<file path="src/rtl/sram_rmw_ctrl_if.sv">
// Upstream byte-enabled request bus between the cache/core side (master)
// and the read-modify-write adapter (slave).
interface sram_rmw_ctrl_if #(
  parameter int DATA_WIDTH = 64,
  parameter int ADDR_WIDTH = 8
);
  localparam int BE_WIDTH = DATA_WIDTH / 8;

  logic                  req_i;
  logic                  gnt_o;
  logic                  we_i;
  logic [ADDR_WIDTH-1:0] addr_i;
  logic [DATA_WIDTH-1:0] wdata_i;
  logic [BE_WIDTH-1:0]   be_i;
  logic                  rvalid_o;
  logic [DATA_WIDTH-1:0] rdata_o;

  modport master (
    output req_i, we_i, addr_i, wdata_i, be_i,
    input  gnt_o, rvalid_o, rdata_o
  );

  modport slave (
    input  req_i, we_i, addr_i, wdata_i, be_i,
    output gnt_o, rvalid_o, rdata_o
  );
endinterface

</file>
<file path="src/rtl/sram_rmw_ctrl.sv">
// Turns partial byte-enabled writes into read + merged full-word write for an SRAM without byte enables.
// Optional partial-write counter on rmw_cnt_o is built only when SRAM_RMW_CNT_EN is defined.
module sram_rmw_ctrl #(
  parameter int  DATA_WIDTH = 64,
  parameter int  NUM_WORDS  = 256,
  localparam int BE_WIDTH   = DATA_WIDTH / 8,
  localparam int ADDR_WIDTH = $clog2(NUM_WORDS)
) (
  input  logic                  clk_i,
  input  logic                  rst_i,
  sram_rmw_ctrl_if.slave        up,
  output logic                  sram_req_o,
  output logic                  sram_we_o,
  output logic [ADDR_WIDTH-1:0] sram_addr_o,
  output logic [DATA_WIDTH-1:0] sram_wdata_o,
  output logic [BE_WIDTH-1:0]   sram_be_o,
  input  logic [DATA_WIDTH-1:0] sram_rdata_i,
  output logic [31:0]           rmw_cnt_o
);

  typedef enum logic {IDLE, MERGE} state_e;

  state_e                state_q;
  logic [ADDR_WIDTH-1:0] addr_q;
  logic [DATA_WIDTH-1:0] wdata_q;
  logic [BE_WIDTH-1:0]   be_q;
  logic                  rvalid_q;
  logic [DATA_WIDTH-1:0] rdata_q;

  logic                  gnt;
  logic                  accept;
  logic                  be_full;
  logic                  be_none;
  logic                  partial;
  logic [DATA_WIDTH-1:0] merged;

  assign gnt     = (state_q == IDLE) && !rst_i;
  assign accept  = up.req_i && gnt;
  assign be_full = (up.be_i == {BE_WIDTH{1'b1}});
  assign be_none = (up.be_i == '0);
  assign partial = up.we_i && !be_full && !be_none;

  always_comb begin
    merged = sram_rdata_i;
    for (int k = 0; k < BE_WIDTH; k++) begin
      if (be_q[k]) merged[8*k +: 8] = wdata_q[8*k +: 8];
    end
  end

  // A partial write issues a plain read in IDLE; the merge happens against the returning word.
  always_comb begin
    sram_req_o   = 1'b0;
    sram_we_o    = 1'b0;
    sram_addr_o  = up.addr_i;
    sram_wdata_o = up.wdata_i;
    if (!rst_i) begin
      case (state_q)
        IDLE: begin
          if (up.req_i && !(up.we_i && be_none)) begin
            sram_req_o = 1'b1;
            sram_we_o  = up.we_i && be_full;
          end
        end
        MERGE: begin
          sram_req_o   = 1'b1;
          sram_we_o    = 1'b1;
          sram_addr_o  = addr_q;
          sram_wdata_o = merged;
        end
        default: ;
      endcase
    end
  end

  always_ff @(posedge clk_i or posedge rst_i) begin
    if (rst_i) begin
      state_q  <= IDLE;
      addr_q   <= '0;
      wdata_q  <= '0;
      be_q     <= '0;
      rvalid_q <= 1'b0;
      rdata_q  <= '0;
    end else begin
      rvalid_q <= accept && !up.we_i;
      if (rvalid_q) rdata_q <= sram_rdata_i;
      case (state_q)
        IDLE: begin
          if (accept && partial) begin
            addr_q  <= up.addr_i;
            wdata_q <= up.wdata_i;
            be_q    <= up.be_i;
            state_q <= MERGE;
          end
        end
        MERGE:   state_q <= IDLE;
        default: state_q <= IDLE;
      endcase
    end
  end

  assign up.gnt_o    = gnt;
  assign up.rvalid_o = rvalid_q;
  // Read data is forwarded straight from the SRAM and held once the pulse ends.
  assign up.rdata_o  = rvalid_q ? sram_rdata_i : rdata_q;
  assign sram_be_o   = {BE_WIDTH{1'b1}};

`ifdef SRAM_RMW_CNT_EN
  logic [31:0] cnt_q;

  always_ff @(posedge clk_i or posedge rst_i) begin
    if (rst_i) begin
      cnt_q <= '0;
    end else if (accept && partial && (cnt_q != 32'hFFFF_FFFF)) begin
      cnt_q <= cnt_q + 32'd1;
    end
  end

  assign rmw_cnt_o = cnt_q;
`else
  assign rmw_cnt_o = 32'h0;
`endif

endmodule

</file>
<file path="src/flat_wrapper.sv">
// flat-port wrapper written by rule: the top's interface ports become plain ports
module sram_rmw_ctrl_flat 
#(
  parameter int  DATA_WIDTH = 64,
  parameter int  NUM_WORDS  = 256,
  localparam int BE_WIDTH   = DATA_WIDTH / 8,
  localparam int ADDR_WIDTH = $clog2(NUM_WORDS)
)
  (clk_i, rst_i, sram_req_o, sram_we_o, sram_addr_o, sram_wdata_o, sram_be_o, sram_rdata_i, rmw_cnt_o, up_req_i, up_we_i, up_addr_i, up_wdata_i, up_be_i, up_gnt_o, up_rvalid_o, up_rdata_o);
  sram_rmw_ctrl_if #(.DATA_WIDTH(DATA_WIDTH), .ADDR_WIDTH(8)) up_i ();
  input  logic clk_i;
  input  logic rst_i;
  output logic sram_req_o;
  output logic sram_we_o;
  output logic [ADDR_WIDTH-1:0] sram_addr_o;
  output logic [DATA_WIDTH-1:0] sram_wdata_o;
  output logic [BE_WIDTH-1:0] sram_be_o;
  input  logic [DATA_WIDTH-1:0] sram_rdata_i;
  output logic [31:0] rmw_cnt_o;
  input wire logic [$bits(up_i.req_i)-1:0] up_req_i;
  input wire logic [$bits(up_i.we_i)-1:0] up_we_i;
  input wire logic [$bits(up_i.addr_i)-1:0] up_addr_i;
  input wire logic [$bits(up_i.wdata_i)-1:0] up_wdata_i;
  input wire logic [$bits(up_i.be_i)-1:0] up_be_i;
  output wire logic [$bits(up_i.gnt_o)-1:0] up_gnt_o;
  output wire logic [$bits(up_i.rvalid_o)-1:0] up_rvalid_o;
  output wire logic [$bits(up_i.rdata_o)-1:0] up_rdata_o;
  assign up_i.req_i = up_req_i;
  assign up_i.we_i = up_we_i;
  assign up_i.addr_i = up_addr_i;
  assign up_i.wdata_i = up_wdata_i;
  assign up_i.be_i = up_be_i;
  assign up_gnt_o = up_i.gnt_o;
  assign up_rvalid_o = up_i.rvalid_o;
  assign up_rdata_o = up_i.rdata_o;
  sram_rmw_ctrl #(.DATA_WIDTH(DATA_WIDTH), .NUM_WORDS(NUM_WORDS)) u_core (.clk_i(clk_i), .rst_i(rst_i), .up(up_i), .sram_req_o(sram_req_o), .sram_we_o(sram_we_o), .sram_addr_o(sram_addr_o), .sram_wdata_o(sram_wdata_o), .sram_be_o(sram_be_o), .sram_rdata_i(sram_rdata_i), .rmw_cnt_o(rmw_cnt_o));
endmodule
</file>
<file path="config.mk">
export PLATFORM = sky130hd
export DESIGN_NAME = sram_rmw_ctrl_flat
export DESIGN_NICKNAME = d
export VERILOG_FILES = /design/src/rtl/sram_rmw_ctrl_if.sv /design/src/rtl/sram_rmw_ctrl.sv /design/src/flat_wrapper.sv
export SDC_FILE = /design/constraint.sdc
export NUM_CORES = 1
export LEC_CHECK = 0
export CAP_MARGIN = 10
export CELL_PAD_IN_SITES_DETAIL_PLACEMENT = 1
export CELL_PAD_IN_SITES_GLOBAL_PLACEMENT = 1
export CORE_MARGIN = 3
export CORE_UTILIZATION = 36
export CTS_BUF_LIST = sky130_fd_sc_hd__clkbuf_2
export CTS_CLUSTER_DIAMETER = 120
export DETAILED_ROUTE_END_ITERATION = 10
export PLACE_DENSITY = 0.94
export REMOVE_ABC_BUFFERS = 1
export SYNTH_ARGS = -nofsm -noshare
export SYNTH_HDL_FRONTEND = slang
export SYNTH_SLANG_ARGS = --single-unit
export TNS_END_PERCENT = 1
</file>
<file path="constraint.sdc">
create_clock -name clk_i -period 20 [get_ports clk_i]
set_input_delay 3 -clock clk_i [delete_from_list [all_inputs] [get_ports clk_i]]
set_output_delay 3 -clock clk_i [all_outputs]
set_load 0.03 [all_outputs]
</file>
Word level (Yosys, flattened, before mapping):

Index checks and enable logic that the tools add are counted.

* register bits: 146
* word-level logic and storage cells: 45

* reduce and logical (&&, ||, !) cells: 16
* bitwise gates (word level): 1
* mux-type cells: 21
* equality and inequality tests: 1

Operators with widths (number)
* $mux 64: 3
* $mux 8: 10
* $logic_and 1x1->1: 9
* $eq 8x8->1 const B: 1
* $logic_not 8->1: 1
* $pmux 1 s2: 3
* $logic_not 1->1: 5
* $mux 1: 5
* $reduce_and 2->1: 1
* $not 1->1: 1

Logic depth before layout (Yosys ltp):

Gate-level depths: netlist of run 1.

* depth after elaboration: 7
* gate-level depth with buffers: 6

Worst setup path after synthesis of run 1:

OpenSTA, ideal clock, no wires.

* kind: input to output
* start point: input rst_i
* end point: output sram_wdata_o[0]
* arrival time: 7.843 ns
* cell stages on the path: 4
* data required time: 17.000 ns
* path slack: 9.157 ns
* cell sequence: inv_1 -> nand2_1 -> clkbuf_1 -> o21ai_0

* longest elaborated chain between the ends: 1

RTL lines
* from (decl): line flat_wrapper.sv:12 `input logic rst_i;`
* $mux 64: line sram_rmw_ctrl.sv:56 `if (!rst_i) begin`
* to (decl): line flat_wrapper.sv:16 `output logic [DATA_WIDTH-1:0] sram_wdata_o;`

No other way between the ends.

Worst setup path in the final report of run 1:

* start point: input rst_i
* end point: output sram_addr_o[5]

* longest elaborated chain between the ends: 1

RTL lines
* $mux 8: line sram_rmw_ctrl.sv:56
* to (decl): line flat_wrapper.sv:15 `output logic [ADDR_WIDTH-1:0] sram_addr_o;`

No other way between the ends.

==> results of run 1 <==
## worst max-delay path by stage
stage                from               end  depth (start not counted)
finish              rst_i    sram_addr_o[5]                          6
detailed placement  rst_i  sram_wdata_o[38]                          6
CTS                 rst_i  sram_wdata_o[38]                          6
floorplan           rst_i   sram_wdata_o[0]                          3
global placement    rst_i  sram_wdata_o[33]                          6
global route        rst_i  sram_wdata_o[35]                          6
## cell type report
| cell class | count | area [um^2] |
|---|---|---|
| Tap cell | 270 | 338 |
| Clock buffer | 19 | 95.1 |
| Antenna cell | 2 | 5.00 |
| Inverter | 1 | 8.76 |
| Clock inverter | 13 | 209 |
| Fill cell | 2160 | 9760 |
| Timing Repair Buffer | 291 | 2900 |
| Sequential cell | 146 | 3650 |
| Multi-Input combinational cell | 400 | 3460 |
## state kept, by name, indices dropped and copies added (netlist names)
register,cells
u_core.addr_q,8
u_core.be_q,8
u_core.rdata_q,64
u_core.state_q,1
u_core.up.rvalid_o,1
u_core.wdata_q,64
## kinds of logic after synthesis
| family | after synthesis |
|---|---|
| DFF | 146 |
| and+or+nand+nor | 77 |
| AOI/OAI and AO/OA | 67 |
| other | 2 |
| buffers and inverters | 79 |
| muxes | 216 |
## Yosys cell counts (3+ instances only)
master / n
sky130_fd_sc_hd__buf_4: 40
sky130_fd_sc_hd__nor2_1: 4
sky130_fd_sc_hd__buf_1: 4
sky130_fd_sc_hd__clkbuf_1: 25
sky130_fd_sc_hd__a21oi_1: 3
sky130_fd_sc_hd__buf_12: 9
sky130_fd_sc_hd__mux2i_1: 64
sky130_fd_sc_hd__nand2_1: 66
sky130_fd_sc_hd__dfrtp_1: 146
sky130_fd_sc_hd__mux2_2: 73
sky130_fd_sc_hd__o21ai_0: 64
sky130_fd_sc_hd__mux2_4: 79
## worst max-delay path: stages
cell	delay, ns
sky130_fd_sc_hd__clkdlybuf4s50_1	0.62
sky130_fd_sc_hd__inv_6	0.27
sky130_fd_sc_hd__nand2_4	0.59
sky130_fd_sc_hd__buf_4	0.62
sky130_fd_sc_hd__mux2_2	0.40
sky130_fd_sc_hd__clkdlybuf4s50_1	0.60
## routing by layer
layer	wire length (um)	global-route usage (%)
met5	0	0
met4	674	6.84
met1	9330	23.9
met3	1650	5.72
met2	11500	34.4
## power breakdown
part / total, W / internal (W) / switching [W] / leakage (nW)
registers: 0.000399 / 0.000355 / 0.0000436 / 1.73
logic: 0.000349 / 0.000179 / 0.000170 / 2.82
clock network: 0.000209 / 0.0000958 / 0.000113 / 0.172
total: 0.000957 / 0.000630 / 0.000326 / 4.72
## through the flow
stage                     util [%]  std cells
after detailed placement      50.7       1108
after global placement        50.7       1108
after CTS                     52.2       1140
final                         52.2       1142
after global routing          52.2       1142
after floorplan                  -        547
==> flow_results.org, run 1 <==
** Logic synthesis
- Post-Synth XOR/XNOR Area :: 0%
- Number of synthesized flops with an enable pin :: 0
- Of the post-synthesis cell area, the dominant cell type holds 48.4%.
- Summing the areas of all compound-gate instances in the mapped netlist gives 4.44% of the synthesized area.
- Gate count after technology mapping :: 587
- The synthesized netlist devotes 0% of its cell area to adder and majority cells.
- Avg Inst Size Synth :: 12.9 um^2
- By area, the combinational part of the netlist is dominated by multiplexers.
- After synthesis, the share of flip-flops with an asynchronous set or reset is 100%.
- Post-synthesis share of cell area spent on and, or, nand and nor gates :: 4.16%
- The biggest area contributor in the post-synthesis netlist is sky130_fd_sc_hd__dfrtp_1.
- Seq/Total Area, Yosys :: 48.4%
- Sorting the synthesized cells by area gives the leading types as sky130_fd_sc_hd__dfrtp_1 (48%), sky130_fd_sc_hd__mux2_4 (16%), sky130_fd_sc_hd__mux2_2 (11%).
- Total standard cell area after synthesis :: 7550 um^2
- Number of library cell types mapped by synthesis :: 19
- After synthesis the netlist holds a flip-flop and latch count of 146.
- In the synthesized netlist the dominant register cell turns out to be sky130_fd_sc_hd__dfrtp_1.
- Post-synthesis mux area share :: 35.1%
- For this run, the number of Yosys warnings is 0.

** Global routing
- Entering global routing, the biggest net connects 75 pins.
- The number of antenna violations at the first check in global routing came to 1.
- Total track usage :: 20.0%
- The total overflow left after global routing is 0.
- Via count of the first global-routing pass :: 6151
- The first global-routing pass estimated 35000 um of wire.

** Floorplan
- Die H :: 151 um
- Core Area :: 20400 um^2
- During I/O placement, the number of pins put on the boundary was 328.
- In this run the core area contains 52 standard-cell rows.
- Die span in x :: 151 um
- Full die area :: 22800 um^2
- Initial standard-cell utilization of the core :: 37.0%

** Power and ir drop
- Leakage power :: 4.72 nW
- Worst vdd rail ir drop :: 0.0000444 V
- P per Cell Area :: 89.7 nW/um^2
- Overall power consumption :: 0.000957 W

** Drt
- DR pass1 iterations :: 4
- The detail route stage leaves a number of antenna-violating nets equal to 0.
- In the routed layout, each cell is associated on average with a via count of 4.86.
- After detailed routing, the average wire length per cell comes to 20.3 um.
- Post-route DRC violation count :: 0
- Across all layers, the routed design uses 5547 vias.
- Drt initial violations :: 129
- Total wire length :: 23200 um

** Critical path
- Crit path capture type :: primary output
- STA classifies the critical path startpoint as an input port.
- Worst setup slack for register-to-register paths :: 17.07 ns
- STA puts the critical path data arrival time at 6.21 ns.
- The worst register-to-register path has a depth of 4.
- STA puts the critical path data required time at 17.00 ns.
- The critical path is of the in -> out type.
- In this run the critical register-to-register path is launched from u_core.state_q.
- Maximum fanout encountered on the critical timing path :: 74
- Destination of the worst register-to-register timing path :: u_core.wdata_q[21]

** CTS
- No sink is reached through more buffers than the 2 on the longest clock path.
- The H-tree was split into 4 levels.
- Clock-pin slew was measured on the worst setup and hold paths at 0.18 ns.
- CTS buffer count :: 17
- Postcts setup bufs :: 0
- Number of clock sinks seen by CTS :: 146
- Latest clock arrival within the worst-skew pair :: 0.72 ns
- Gates resized during post-CTS repair numbered 0.
- For this design, the CTS-stage hold fixing added 0 buffers.
- TritonCTS clock tree :: done
- The tree is rooted in a sky130_fd_sc_hd__clkbuf_2.

** Placement
- Routability-driven placement finished with a final weighted congestion of 0.780.
- HPWL Detailed :: 17400 um
- In this run the cell area measured after placement is 10400 um^2.
- Dpl ws :: 10.75 ns
- Buffers placed on the I/O ports in this run total 287.

** STA
- Setup repair after global routing missed its margin :: no
- At the pin with the least slew margin, the transition time is 0.988 ns.
- The clock arrives with 0.0570 ns of skew.
- Measured against its own limit, the worst slew margin works out to 34.1%.
- Setup slack on the critical path of the routed design comes to 10.79 ns.
- The count of final hold-check violations was 0.
- The tightest hold path in the finished design has a slack of 0.525 ns.
- Final Critical Period :: 9.21 ns
- The count of final max-slew check failures is 0.
- After layout, the worst path uses 46.1% of the clock period.
- For this run, the top clock speed supported by timing is 0.109 GHz.
- Setup violations remaining at the end of the flow were counted as 0.
- Total negative slack for setup checks :: 0 ns

** Status
- The flow ran to the end, and the final reports show no timing, DRC or antenna violations.

** Hold path
- Cell depth of the worst min-delay path :: 1
- The worst hold path belongs to the class reg -> reg.
- For hold timing, the worst endpoint is u_core.rdata_q[46].
- In this run the most critical hold path is launched from u_core.rdata_q[46].

** Layout
- The area growth from synthesis to layout is 41.3%.
- With fillers left out, the area of the finished cells amounts to 10700 um^2.
- Fraction of layout cells with a size suffix above 1 :: 22.0%
- In the layout the commonest cells are sky130_fd_sc_hd__clkdlybuf4s50_1 (287), sky130_fd_sc_hd__dfrtp_1 (145), sky130_fd_sc_hd__mux2_4 (79).
- In the final design database the tool counted 1005 nets.
- Most common cell after layout, fill and taps aside :: sky130_fd_sc_hd__clkdlybuf4s50_1

** Job
- The tool flagged a number of max-cap violations equal to 0.
No activity file was read; power rests on OpenSTA's default activity.
==> run 2, diff against run 1 <==
CORE_UTILIZATION = 34   (was 36)
PLACE_DENSITY = 0.9   (was 0.94)
clock period = 9.5 ns   (was 20 ns; I/O delays follow)
==> flow_results.org, run 2 (same netlist as run 1, synthesis figures left out) <==
** Status
- Outcome :: completed

** Drt
- The wire length on met1 came to 9250 um (-0.90%).
- Total wire length :: 23200 um (about the same)
- The number of detailed-routing iterations run before antenna repair is 4 (unchanged).
- Routed vias/inst :: 4.83 (-0.64%)
- In this run the top signal layer used is met4.
- The routed via count is 5531 (-0.29%).
- Met2 wire length :: 12100 um (+4.7%)
- Antenna Nets Post-Route :: 0 (unchanged)
- The length of routed met3 wiring came to 1310 um (-20%).
- Drt initial violations :: 118 (-8.5%)
- The detail-routed net length per standard cell came to 20.2 um (-0.41%).
- Post-route DRC violation count :: 0 (unchanged)

** Critical path
- Kind of critical path :: in -> out
- In this run the worst setup path terminates at sram_addr_o[5].
- Sum of buffers and inverters on the critical path :: 5 (+1)
- The critical path depth is 7 (+1).
- Critical Path Most Common Cell :: sky130_fd_sc_hd__clkdlybuf4s50_1
- Family of cells with the greatest summed delay on the critical path :: buffers and inverters
- The arrival time reported for the critical path endpoint was 4.40 ns (-1.81 ns).
- The cell depth of the worst flop-to-flop path is 4 (unchanged).
- Slowest cell delay on critical path :: 0.62 ns (about the same)
- On the critical path, the stage with the largest delay is an instance of sky130_fd_sc_hd__clkdlybuf4s50_1.
- The worst setup path is captured at a primary output.
- The largest driver fanout on the critical path is 83 (+12%).
- Launch point of the worst path :: rst_i
- In this run the critical register-to-register path is launched from u_core.state_q.
- The signal on the critical path passes through clkdlybuf4s50_1, inv_6, nand2_4, buf_4, buf_16, mux2_2, clkdlybuf4s50_1.
- Worst EP required :: 8.08 ns (-8.92 ns)
- Worst setup slack for register-to-register paths :: 6.69 ns (-10.38 ns)
- In this run the critical register-to-register path is captured at u_core.wdata_q[26].
- The worst setup path is launched from an input port.

** Placement
- Global placer's final weighted congestion :: 0.773 (-0.89%)
- The total half-perimeter wirelength after legalization and detailed placement was 16800 um (-3.4%).
- The total of buffers placed on input and output ports came to 287 (unchanged).

** CTS
- The clock buffer count from CTS came to 17 (unchanged).
- Count of cells resized by post-cts repair :: 0 (unchanged)
- The buffer levels on the longest clock path was 2 (unchanged).
- Number of clock sinks seen by CTS :: 146 (unchanged)
- Clock Tree Root :: sky130_fd_sc_hd__clkbuf_2
- The number of post-CTS setup repair buffers came to 0 (unchanged).
- The clock transition at the registers of the reported paths came to 0.22 ns (+0.04 ns).
- The source-to-sink clock delay at the later pin of the worst-skew pair was 0.68 ns (-0.04 ns).
- CTS H-tree depth :: 4 (unchanged)
- TritonCTS built the clock tree.
- Hold_buf cts :: 0 (unchanged)

** Layout
- Largest registers :: u_core.rdata_q (64), u_core.wdata_q (64)
- Synth-to-Final Area Change :: 40.7%
- Top library cells by usage in the layout, fill and taps aside :: sky130_fd_sc_hd__clkdlybuf4s50_1 (287), sky130_fd_sc_hd__dfrtp_1 (145), sky130_fd_sc_hd__mux2_4 (79)
- The library cell used most frequently in the layout, excluding fill and tap cells, is sky130_fd_sc_hd__clkdlybuf4s50_1.
- The number of fill cells was 2281 (+5.6%).
- The sequential cell area was 3650 um^2 (unchanged).
- Total area of multi-input combinational cells :: 3460 um^2 (unchanged)
- Fraction of layout cells with a size suffix above 1 :: 21.9% (-0.090 points)
- The end-of-flow core utilization is 49.6% (-2.6 points).
- Nets :: 1006 (+0.10%)

** Floorplan
- The count of boundary I/O pins is 328 (unchanged).
- The horizontal extent of the die is 155 um (+2.8%).
- Placement row count :: 53 (+1.9%)
- Full die area :: 24000 um^2 (+5.6%)
- Core Area :: 21400 um^2 (+4.8%)
- Initial standard-cell utilization of the core :: 35.3% (-1.7 points)
- Die H :: 155 um (+2.8%)

** Power and ir drop
- Worst vdd rail ir drop :: 0.0000998 V (+120%)
- The areal power density over the cells is 182 nW/um^2 (+100%).
- Overall power consumption :: 0.00193 W (+100%)
- The leakage dissipation was 4.69 nW (-0.66%).

** Global routing
- The overall fraction of global-route tracks in use came to 18.9% (-1.0 points).
- Via count of the first global-routing pass :: 6328 (+2.9%)
- The wire length of the first global-routing pass was 35800 um (+2.2%).
- Total gr overflow :: 0 (unchanged)
- The number of antenna violations at the first check in global routing was 1 (unchanged).
- The maximum number of pins on one net before global-route repair was 137 (+83%).

** STA
- The final hold slack is 0.526 ns (+0.000858 ns).
- Setup repair after global routing left no endpoint under its margin.
- The remaining max-slew budget at the tightest pin was 28.9% (-5.2 points).
- Timing would allow up to 0.172 GHz.
- The final setup violation count came to 0 (unchanged).
- Final Critical Period :: 5.82 ns
- Final max-slew violation count :: 0 (unchanged)
- Slew of the pin with the lowest slew margin :: 1.07 ns (+0.0787 ns)
- In the finished design, the share of the clock period the worst path needs comes to 61.3%.
- The worst clock skew came to 0.0343 ns (-0.0227 ns).
- Final number of hold-violating endpoints :: 0 (unchanged)

** Job
- Number of maximum-capacitance violations :: 0 (unchanged)

** Hold path
- Kind of path behind the tightest hold check :: reg -> reg
run 2: cell count changes in the layout (fill, tap and decap cells not counted), sizes merged:
cell | before | now
inv | 2 | 5
clkbuf | 19 | 18
buf | 4 | 5
bufinv | 5 | 2
clkinv | 5 | 2
clkinvlp | 2 | 4
run 2: report_power, final:
group	switching, W	total [W]	internal [W]	leakage, nW
Clock	0.000237	0.000358	0.000120	0.127
Sequential	0.0000950	0.000842	0.000747	1.73
Combinational	0.000353	0.000731	0.000378	2.83
Total	0.000685	0.00193	0.00125	4.69
run 2: metal layers:
layer | vias to the layer above | track usage (%)
li1 | 2509 | -
met1 | 2780 | 21.8
met2 | 208 | 34.1
met3 | 34 | 5.59
met4 | 0 | 5.30
met5 | - | 0
run 2: per-stage QoR:
stage	TNS [ns]	cell area [um^2]	worst slack, ns	std cells
after global routing	0	10600	3.48	1146
final	0	10600	3.68	1146
after detailed placement	0	10400	3.44	1113
after CTS	0	10600	3.43	1143
after global placement	0	10400	3.49	1113
after floorplan	-51.11	7110	-0.758	547
run 2: layout make-up:
cell class / count / share of cell area [%]
antenna: 2 / 0.0471
clock buffer: 18 / 0.848
clock inverter: 12 / 1.26
inverter: 1 / 0.0824
multi-input combinational: 400 / 32.5
sequential: 146 / 34.4
tap: 275 / 3.24
timing repair buffer: 292 / 27.6
run 2: worst reg2reg max path: stages, from the launching register on:
cell and delay (ns):
sky130_fd_sc_hd__dfrtp_1 0.51, sky130_fd_sc_hd__nor2_1 0.20, sky130_fd_sc_hd__and3b_4 0.66, sky130_fd_sc_hd__buf_4 0.96, sky130_fd_sc_hd__mux2_4 0.40
run 2: how the worst min path moves through the flow:
stage,from,to,slack [ns],depth (start not counted)
floorplan,u_core.state_q,u_core.up.rvalid_o,0.47,1
finish,u_core.rdata_q[6],u_core.rdata_q[6],0.53,1
global route,u_core.rdata_q[6],u_core.rdata_q[6],0.54,1
global placement,u_core.rdata_q[40],u_core.rdata_q[40],0.48,1
detailed placement,u_core.rdata_q[30],u_core.rdata_q[30],0.48,1
CTS,u_core.rdata_q[36],u_core.rdata_q[36],0.53,1
==> run 3, diff against run 2 <==
clock period = 6 ns   (was 9.5 ns; I/O delays follow)
==> flow_results.org, run 3 (same netlist as run 1, synthesis figures left out) <==
** Floorplan
- Number of primary I/O pins :: 328 (unchanged)
- The starting utilization of the core area was 35.3% (unchanged).
- The core area was 21400 um^2 (unchanged).
- Placement row count :: 53 (unchanged)
- The area enclosed by the die boundary was 24000 um^2 (unchanged).
- Die span in x :: 155 um (unchanged)
- The die outline height was 155 um (unchanged).

** Power and ir drop
- Leakage power :: 4.72 nW (+0.60%)
- Worst vdd rail ir drop :: 0.000156 V (+56%)
- The areal power density over the cells was 293 nW/um^2 (+61%).
- The overall power after layout was 0.00313 W (+62%).

** Layout
- Relative to the synthesized area, the layout overhead comes to 41.3%.
- The largest registers in the layout are u_core.rdata_q (64), u_core.wdata_q (64).
- The net count reported at finish came to 1007 (+0.099%).
- The library cell used most frequently in the layout, excluding fill and tap cells, is sky130_fd_sc_hd__clkdlybuf4s50_1.
- The proportion of layout cells with a drive suffix above 1 came to 21.9% (+0.039 points).
- Top library cells by usage in the layout, fill and taps aside :: sky130_fd_sc_hd__clkdlybuf4s50_1 (287), sky130_fd_sc_hd__dfrtp_1 (145), sky130_fd_sc_hd__mux2_4 (79)

** Critical path
- Kind of critical path :: in -> out
- Launch point of the worst reg-to-reg path :: u_core.state_q
- Worst EP required :: 5.10 ns (-2.98 ns)
- STA classifies the critical path endpoint as a primary output.
- The arrival time reported for the critical path endpoint came to 3.70 ns (-0.70 ns).
- Launch point of the worst path :: rst_i
- The cell depth of the worst flop-to-flop path came to 4 (unchanged).
- The largest driver fanout on the critical path is 74 (-11%).
- STA classifies the critical path startpoint as an input port.
- Worst setup slack for register-to-register paths :: 3.61 ns (-3.08 ns)
- In this run the critical register-to-register path is captured at u_core.wdata_q[53].

** STA
- Final Critical Period :: 4.60 ns
- The remaining max-slew budget at the tightest pin is 26.8% (-2.1 points).
- Final number of hold-violating endpoints :: 0 (unchanged)
- The count of final max-slew check failures is 0 (unchanged).
- Finish-stage setup viols :: 0 (unchanged)
- The final critical path takes up 76.7% of the cycle.
- Total negative slack for setup checks :: 0 ns (unchanged)
- The worst clock skew was 0.0189 ns (-0.0154 ns).
- Setup repair after global routing left no endpoint under its margin.
- Timing-limited maximum frequency :: 0.217 GHz
- Slew of the pin with the lowest slew margin :: 1.10 ns (+0.0322 ns)

** CTS
- Postcts setup bufs :: 0 (unchanged)
- Clock Tree Root :: sky130_fd_sc_hd__clkbuf_2
- Count of cells resized by post-cts repair :: 0 (unchanged)
- TritonCTS built the clock tree.
- The depth of the CTS H-tree came to 4 (unchanged).
- Maximum root-to-sink buffer count :: 2 (unchanged)
- Latest clock arrival within the worst-skew pair :: 0.71 ns (+0.03 ns)
- The number of buffers added to fix hold violations after cts is 0 (unchanged).
- The clock sink count is 146 (unchanged).
- The clock transition at the registers of the reported paths came to 0.18 ns (-0.04 ns).
- The clock buffer count from CTS was 17 (unchanged).

** Global routing
- Busiest layer in global routing :: met2
- Fraction of met1 tracks used by global routing :: 20.8% (-1.0 points)
- Met3 Track Usage GR :: 5.87% (+0.28 points)
- Total gr overflow :: 0 (unchanged)
- The maximum number of pins on one net before global-route repair is 75 (-45%).
- Antenna violations before repair :: 1 (unchanged)
- First-pass GRT wire length :: 34700 um (-3.0%)
- The met2 capacity usage during global routing is 33.4% (-0.70 points).
- Total track usage :: 18.5% (-0.43 points)
- The via count of the first global-routing pass came to 6294 (-0.54%).

** Placement
- Input/output buffers :: 287 (unchanged)
- The total half-perimeter wirelength after legalization and detailed placement was 16800 um (+0.14%).
- The routability congestion estimate came to 0.753 (-2.5%).

** Job
- Number of maximum-capacitance violations :: 0 (unchanged)

** Drt
- The initial detailed-routing violation count came to 116 (-1.7%).
- Routed vias/inst :: 4.83 (about the same)
- The total wire length after detailed routing was 22900 um (-1.4%).
- The number of detailed-routing iterations run before antenna repair is 4 (unchanged).
- The antenna violation net count after detailed routing is 0 (unchanged).
- The detail-routed net length per standard cell came to 19.9 um (-1.5%).
- The detailed-route DRC error count was 0 (unchanged).
- Via count :: 5541 (+0.18%)

** Hold path
- Kind of path behind the tightest hold check :: reg -> reg
- WHS Endpoint :: u_core.rdata_q[23]
- The number of cells traversed by the worst hold path is 1 (unchanged).
- The worst hold path begins at u_core.rdata_q[23].

** Status
- The run finished with clean final reports.
## run 3: worst max-delay path by stage
stage	endpoint	depth (start not counted)
3_3_place_gp	sram_addr_o[4]	6
5_1_grt	sram_wdata_o[49]	6
4_1_cts	sram_wdata_o[49]	6
2_1_floorplan	sram_wdata_o[0]	3
3_5_place_dp	sram_wdata_o[49]	6
6_report	sram_addr_o[7]	6
## run 3: cell type report
type / count / area, um^2
well taps: 275 / 344
repair buffers: 293 / 2930
clock buffers: 17 / 85.1
clock inverters: 15 / 190
inverters: 1 / 8.76
diodes: 1 / 2.50
multi-input cells: 400 / 3460
flip-flops and latches: 146 / 3650
fillers: 2266 / 10700
## run 3: routing by layer
layer	share of wire (%)	routed length (um)	vias to the layer above
met5	0	0	-
met4	2.3	531	0
met2	52	11900	215
met3	6.4	1470	33
li1	-	-	2518
met1	39	8970	2775
## run 3: where the power goes
part           switching, W  internal [W]  total [W]  leakage, nW
registers          0.000147       0.00118    0.00133         1.73
logic              0.000557      0.000598    0.00116         2.84
clock network      0.000375      0.000270   0.000645        0.153
total               0.00108       0.00205    0.00313         4.72
## run 3: per-stage QoR
step	util (%)	setup slack, ns	instance area, um^2	cells	hold slack [ns]
CTS	49.8	1.37	10700	1147	0.529
finish	49.8	1.40	10700	1148	0.524
global placement	48.5	1.45	10400	1115	0.479
global route	49.8	1.20	10700	1148	0.544
floorplan	-	-3.21	7110	547	0.473
detailed placement	48.5	1.37	10400	1115	0.485
## run 3: critical path, stage by stage
cell                              delay (ns)
sky130_fd_sc_hd__clkdlybuf4s50_1        0.63
sky130_fd_sc_hd__inv_6                  0.23
sky130_fd_sc_hd__nand2_4                0.54
sky130_fd_sc_hd__buf_12                 0.36
sky130_fd_sc_hd__mux2_2                 0.38
sky130_fd_sc_hd__clkdlybuf4s50_1        0.59
